$ cat config.mk
export PLATFORM = sky130hd
export DESIGN_NAME = fpu_lite_responder
export DESIGN_NICKNAME = d
export VERILOG_FILES = /design/src/rtl/fpu_lite_responder.sv
export SDC_FILE = /design/constraint.sdc
export NUM_CORES = 2
export LEC_CHECK = 0
export ABC_AREA = 1
export CAP_MARGIN = 20
export CORE_UTILIZATION = 30
export DETAILED_ROUTE_END_ITERATION = 10
export GPL_TIMING_DRIVEN = 0
export PLACE_DENSITY = 0.44
export SLEW_MARGIN = 25
export SYNTH_ARGS = -nofsm -noshare
export SYNTH_HDL_FRONTEND = slang
export SYNTH_SLANG_ARGS = --single-unit
export TNS_END_PERCENT = 10
$ cat constraint.sdc
create_clock -name clk -period 11.3 [get_ports clk]
set_input_delay 1.695 -clock clk [delete_from_list [all_inputs] [get_ports clk]]
set_output_delay 1.695 -clock clk [all_outputs]
set_load 0.05 [all_outputs]
$ cat src/rtl/fpu_lite_responder.sv
// Single-precision helper unit: one-cycle compare/sign/halving ops and a
// MUL_LAT-cycle multiply.
//   state | meaning
//   IDLE  | accepting requests; non-multiply results registered directly
//   MUL   | multiply in flight; busy=1, new requests dropped
module fpu_lite_responder #(
  parameter int MUL_LAT = 3
) (
  input  logic        clk,
  input  logic        rstn,
  input  logic [3:0]  ctl,
  input  logic [31:0] x1,
  input  logic [31:0] x2,
  input  logic        en,
  output logic [31:0] y,
  output logic        ready,
  output logic        busy,
  output logic        ovf,
  output logic        err
);

  typedef enum logic {IDLE, MUL} state_t;

  localparam logic [3:0] OP_FMUL  = 4'd4;
  localparam logic [3:0] OP_FHALF = 4'd7;
  localparam logic [3:0] OP_FEQ   = 4'd11;
  localparam logic [3:0] OP_FLE   = 4'd12;
  localparam logic [3:0] OP_FABS  = 4'd13;
  localparam logic [3:0] OP_FNEG  = 4'd14;
  localparam logic [1:0] CNT_LOAD = 2'(MUL_LAT - 2);

  state_t      state_q, state_d;
  logic [1:0]  cnt_q, cnt_d;
  logic [31:0] x1_q, x1_d, x2_q, x2_d;
  logic [31:0] y_q, y_d;
  logic        ready_q, ready_d, ovf_q, ovf_d, err_q, err_d;

  logic [7:0]  e1, e2;
  logic        sgn, norm, guard, sticky, rnd_up;
  logic [47:0] prod;
  logic [22:0] mant;
  logic [23:0] mant_r;
  logic [9:0]  exp_r;
  logic [31:0] mul_y;
  logic        mul_ovf;

  // Multiply datapath works on the operands latched at acceptance.
  always_comb begin
    e1      = x1_q[30:23];
    e2      = x2_q[30:23];
    sgn     = x1_q[31] ^ x2_q[31];
    prod    = {24'b0, 1'b1, x1_q[22:0]} * {24'b0, 1'b1, x2_q[22:0]};
    norm    = prod[47];
    if (norm) begin
      mant   = prod[46:24];
      guard  = prod[23];
      sticky = |prod[22:0];
    end else begin
      mant   = prod[45:23];
      guard  = prod[22];
      sticky = |prod[21:0];
    end
    rnd_up  = guard & (sticky | mant[0]);
    mant_r  = {1'b0, mant} + {23'b0, rnd_up};
    // 10-bit two's complement: range is -125..383, so bit 9 is the sign.
    exp_r   = {2'b0, e1} + {2'b0, e2} + {9'b0, norm} + {9'b0, mant_r[23]} - 10'd127;
    mul_ovf = 1'b0;
    if (((e1 == 8'hFF) && (e2 == 8'h00)) || ((e2 == 8'hFF) && (e1 == 8'h00))) begin
      mul_y = 32'h7FC0_0000;
    end else if ((e1 == 8'hFF) || (e2 == 8'hFF)) begin
      mul_y = {sgn, 8'hFF, 23'b0};
    end else if ((e1 == 8'h00) || (e2 == 8'h00)) begin
      mul_y = {sgn, 31'b0};
    end else if (exp_r[9] || (exp_r == 10'd0)) begin
      mul_y = {sgn, 31'b0};
    end else if (exp_r >= 10'd255) begin
      mul_y   = {sgn, 8'hFF, 23'b0};
      mul_ovf = 1'b1;
    end else begin
      mul_y = {sgn, exp_r[7:0], mant_r[22:0]};
    end
  end

  logic        nan1, nan2, both_zero, eq_b, le_b;
  logic [31:0] op_y;
  logic        op_err;

  always_comb begin
    nan1      = (x1[30:23] == 8'hFF) && (x1[22:0] != 23'b0);
    nan2      = (x2[30:23] == 8'hFF) && (x2[22:0] != 23'b0);
    both_zero = (x1[30:0] == 31'b0) && (x2[30:0] == 31'b0);
    eq_b      = !nan1 && !nan2 && (both_zero || (x1 == x2));
    le_b      = !nan1 && !nan2 &&
                (both_zero ||
                 (x1[31] && !x2[31]) ||
                 (!x1[31] && !x2[31] && (x1[30:0] <= x2[30:0])) ||
                 (x1[31] && x2[31] && (x1[30:0] >= x2[30:0])));
    op_y   = 32'b0;
    op_err = 1'b0;
    case (ctl)
      OP_FHALF: begin
        if (x1[30:23] == 8'hFF)       op_y = x1;
        else if (x1[30:24] == 7'b0)   op_y = {x1[31], 31'b0};
        else                          op_y = {x1[31], x1[30:23] - 8'd1, x1[22:0]};
      end
      OP_FEQ:  op_y = {31'b0, eq_b};
      OP_FLE:  op_y = {31'b0, le_b};
      OP_FABS: op_y = {1'b0, x1[30:0]};
      OP_FNEG: op_y = {~x1[31], x1[30:0]};
      default: op_err = 1'b1;
    endcase
  end

  always_comb begin
    state_d = state_q;
    cnt_d   = cnt_q;
    x1_d    = x1_q;
    x2_d    = x2_q;
    y_d     = 32'b0;
    ready_d = 1'b0;
    ovf_d   = 1'b0;
    err_d   = 1'b0;
    case (state_q)
      IDLE: begin
        if (en) begin
          if (ctl == OP_FMUL) begin
            state_d = MUL;
            cnt_d   = CNT_LOAD;
            x1_d    = x1;
            x2_d    = x2;
          end else begin
            y_d     = op_y;
            err_d   = op_err;
            ready_d = 1'b1;
          end
        end
      end
      MUL: begin
        if (ready_q) begin
          state_d = IDLE;
        end else if (cnt_q == 2'd0) begin
          y_d     = mul_y;
          ovf_d   = mul_ovf;
          ready_d = 1'b1;
        end else begin
          cnt_d = cnt_q - 2'd1;
        end
      end
      default: state_d = IDLE;
    endcase
  end

  always_ff @(posedge clk) begin
    if (!rstn) begin
      state_q <= IDLE;
      cnt_q   <= 2'd0;
      x1_q    <= 32'b0;
      x2_q    <= 32'b0;
      y_q     <= 32'b0;
      ready_q <= 1'b0;
      ovf_q   <= 1'b0;
      err_q   <= 1'b0;
    end else begin
      state_q <= state_d;
      cnt_q   <= cnt_d;
      x1_q    <= x1_d;
      x2_q    <= x2_d;
      y_q     <= y_d;
      ready_q <= ready_d;
      ovf_q   <= ovf_d;
      err_q   <= err_d;
    end
  end

  assign y     = y_q;
  assign ready = ready_q;
  assign ovf   = ovf_q;
  assign err   = err_q;
  assign busy  = (state_q == MUL);

endmodule

==> metrics.md <==
| Metric | Value |
|---|---|
| Status | `finished clean` |
| Post-synthesis sequential area ratio | `7.44%` |
| CP Class | `reg2reg` |
| Wirelength per Cell | `19.8 um` |
| Syn avg cell area | `7.08 um2` |
| Fillers | `9996` |
| Setup TNS | `0 ps` |
| CP max stage cell | `fa_1` |
| Die width | `304 um` |
| Hold-fix buffers, CTS | `0` |
| CTS root buf | `clkbuf_16` |
| Via count | `23742` |
| Min Tclk post-route | `10680 ps` |
| Clk slew on worst S/H paths | `90 ps` |
| Core ar. | `90300 um2` |
| Top post-synthesis cells by count | `1138 x inv_1, 1056 x nand2_1, 484 x fa_1` |
| Max Cap Violations | `0` |
| Largest net degree at the start of global routing | `19` |
| Max stage delay on crit path | `560 ps` |
| Vias in the first global route | `24694` |
| Met2 usage in global routing | `36.4%` |
| DRT antenna net count | `0` |
| Total track usage | `22.6%` |
| Post-synth top area cell | `fa_1` |
| Worst setup EP type | `flip-flop` |
| Area grow syn2layout | `11.9%` |
| Final HPWL DP | `88.1 mm` |
| Fmax | `93.6 MHz` |
| Seq cells post-synth | `102` |
| M1 GR Usage | `31.0%` |
| Ys async rst share | `0%` |
| H-tree levels | `3` |
| Area of the multi-input gates | `20600 um2` |
| Fin crit share | `94.5%` |
| I/O Pins | `107` |
| DRT Pass-1 Iters | `6` |
| Clock Latency Late Sink | `390 ps` |
| CP startpoint kind | `flip-flop` |
| Iteration-0 DRC Markers | `1726` |
| Most area-consuming cells after synthesis | `fa_1 35%, inv_1 16%, nand2_1 14%` |
| Final hold vios | `0` |
| Seq. cell area | `2120 um2` |
| EDFF count, synth | `0` |
| Cell variety after synth | `53` |
| Crit path required time | `11600 ps` |
| Main synth FF type | `dfxtp_1` |
| Slew Viols, Final | `0` |
| Post-Syn Instances | `3874` |
| Final net count | `4772` |
| Post-CTS Setup Inserts | `0` |
| IR drop worst, VDD | `0.0000796 V` |
| Die H | `304 um` |
| Num rows | `110` |
| Clk_skew | `19.2 ps` |
| Most common cell in the synthesized netlist | `inv_1` |
| Count of input and output buffers | `106` |
| Grt total ovfl | `0` |
| Synth warnings | `0` |
| Least-Margin Pin Slew | `963 ps` |
| Pleak | `17.4 nW` |
| Most frequent CP cell | `fa_1` |
| Top Usage Layer GRT | `met2` |
| Clk sinks | `102` |
| First-pass GRT wire length | `156 mm` |
| Final setup viols | `0` |
| DRC | `0` |
| Worst path arrival time | `10980 ps` |
| Synth top area share | `35.3%` |
| Synthesized Nets | `4654` |
| Initial Util | `30.4%` |
| GP Congestion | `0.894` |
| Met3 usage | `3.70%` |
| TritonCTS buffer count | `9` |
| Initial antenna violation count | `4` |
| Min-Delay Path Class | `reg2reg` |
| CTS tree | `done` |
| Maximum clock insertion buffer count | `2` |
| CP max FO | `10` |
| Routed wire length | `102 mm` |
| Pwr dens | `31.8 nW/um2` |
| Layout cells sized above 1 | `6.25%` |
| Fin util | `34.0%` |
| Die area | `92700 um2` |
| Slew headroom | `35.8%` |
| Cell Area, Synth | `27400 um2` |
| DR vias/cell | `4.59` |
-- area by class of cell --
type	count	share of cell area (%)
clock buffer	10	0.778
buffer	124	2.40
antenna	1	0.00815
inverter	1153	14.1
clock inverter	6	0.330
sequential	102	6.91
multi-input combinational	2495	67.2
tap	1176	4.79
timing repair buffer	107	3.50
-- what timing repair did --
action / in CTS / in global routing
endpoints found under the setup margin: 30 / 30
pin swaps: 0 / 3
gates resized for setup: 121 / 132
-- cells by family after synthesis --
logic type	after synthesis	share of synthesized area [%]
AND/OR/NAND/NOR	1484	23.0
buffers and inverters	1277	17.6
adder cells (fa/ha/maj)	709	45.6
AO/OA/AOI/OAI	269	5.31
flip-flops	102	7.44
XOR/XNOR	33	1.05
-- placed cells by master, fill, tap and decap left out, types with 3 or more instances in the layout --
| master | Yosys | routed |
|---|---|---|
| a21oi_1 | 160 | 159 |
| a21oi_2 | 5 | 6 |
| a31oi_1 | 3 | 3 |
| a32o_1 | 3 | 3 |
| and2_1 | 5 | 5 |
| and3_1 | 3 | 3 |
| buf_2 | 1 | 3 |
| buf_4 | 0 | 15 |
| buf_6 | 4 | 9 |
| clkbuf_1 | 118 | 34 |
| clkbuf_16 | 0 | 9 |
| clkbuf_2 | 0 | 38 |
| clkbuf_4 | 0 | 23 |
| clkdlybuf4s50_1 | 0 | 106 |
| clkinv_1 | 3 | 3 |
| dfxtp_1 | 102 | 67 |
| dfxtp_2 | 0 | 21 |
| dfxtp_4 | 0 | 14 |
| fa_1 | 484 | 483 |
| ha_1 | 225 | 224 |
| inv_1 | 1138 | 1138 |
| inv_2 | 12 | 11 |
| nand2_1 | 1056 | 1056 |
| nand2_2 | 32 | 32 |
| nand2_4 | 7 | 7 |
| nand3_1 | 122 | 122 |
| nand3_2 | 5 | 4 |
| nand3b_1 | 10 | 10 |
| nand4_1 | 33 | 33 |
| nor2_1 | 128 | 126 |
| nor2_2 | 15 | 17 |
| nor2_4 | 13 | 13 |
| nor3_1 | 22 | 20 |
| nor4_1 | 19 | 19 |
| o211ai_1 | 3 | 3 |
| o21ai_0 | 70 | 69 |
| o21bai_1 | 9 | 9 |
| or2_2 | 5 | 5 |
| xnor2_1 | 9 | 9 |
| xor2_1 | 24 | 22 |
-- where the power goes --
group	internal, mW	leakage [nW]	switching (mW)
Sequential	0.362	0.846	0.0113
Combinational	0.0761	16.4	0.153
Clock	0.204	0.162	0.170
-- flip-flops by register name, indices dropped and copies added, names as in the netlist --
name	flops
ready	1
x1_q	32
x2_q	32
cnt_q	2
y	32
ovf	1
err	1
busy	1
-- metrics by stage --
step / instance area [um2] / worst slack, ps / hold WS (ps) / std cells / power (mW)
detailed placement: 30000 / -825 / 452 / 5157 / 0.607
finish: 30700 / 620 / 467 / 5174 / 0.976
CTS: 30500 / 11.3 / 464 / 5173 / 0.982
floorplan: 27400 / 2010 / 440 / 3874 / 0.493
global placement: 30000 / -888 / 453 / 5156 / 0.607
global route: 30700 / -20.7 / 517 / 5173 / 1.02
-- path summary, 6_finish.rpt --
kind | endpoint | slack (ps) | cells after the start | startpoint
worst min register to register | cnt_q[1]$_SDFFE_PN0P_ | 470 | 2 | cnt_q[1]$_SDFFE_PN0P_
worst max-delay path | y[7]$_SDFF_PN0_ | 620 | 44 | x1_q[10]$_SDFFE_PN0P_
worst min-delay path | cnt_q[1]$_SDFFE_PN0P_ | 470 | 2 | cnt_q[1]$_SDFFE_PN0P_
worst max register to register | y[7]$_SDFF_PN0_ | 620 | 44 | x1_q[10]$_SDFFE_PN0P_
-- routing by layer --
layer	wire, um	part of all wire (%)
met1	46000	45
met2	46700	46
met3	6640	6.5
met4	3160	3.1
met5	55	0.054
-- worst max-delay path: cells and delay by family (launching register included) --
family	cells	cell delay, ps
AOI/OAI and AO/OA	5	870
xor gates and xnor gates	2	460
adders and majority gates	10	4870
buffers and inverters	9	1110
DFF	1	490
and+or+nand+nor	18	2750
(Power assumes the default switching activity.)
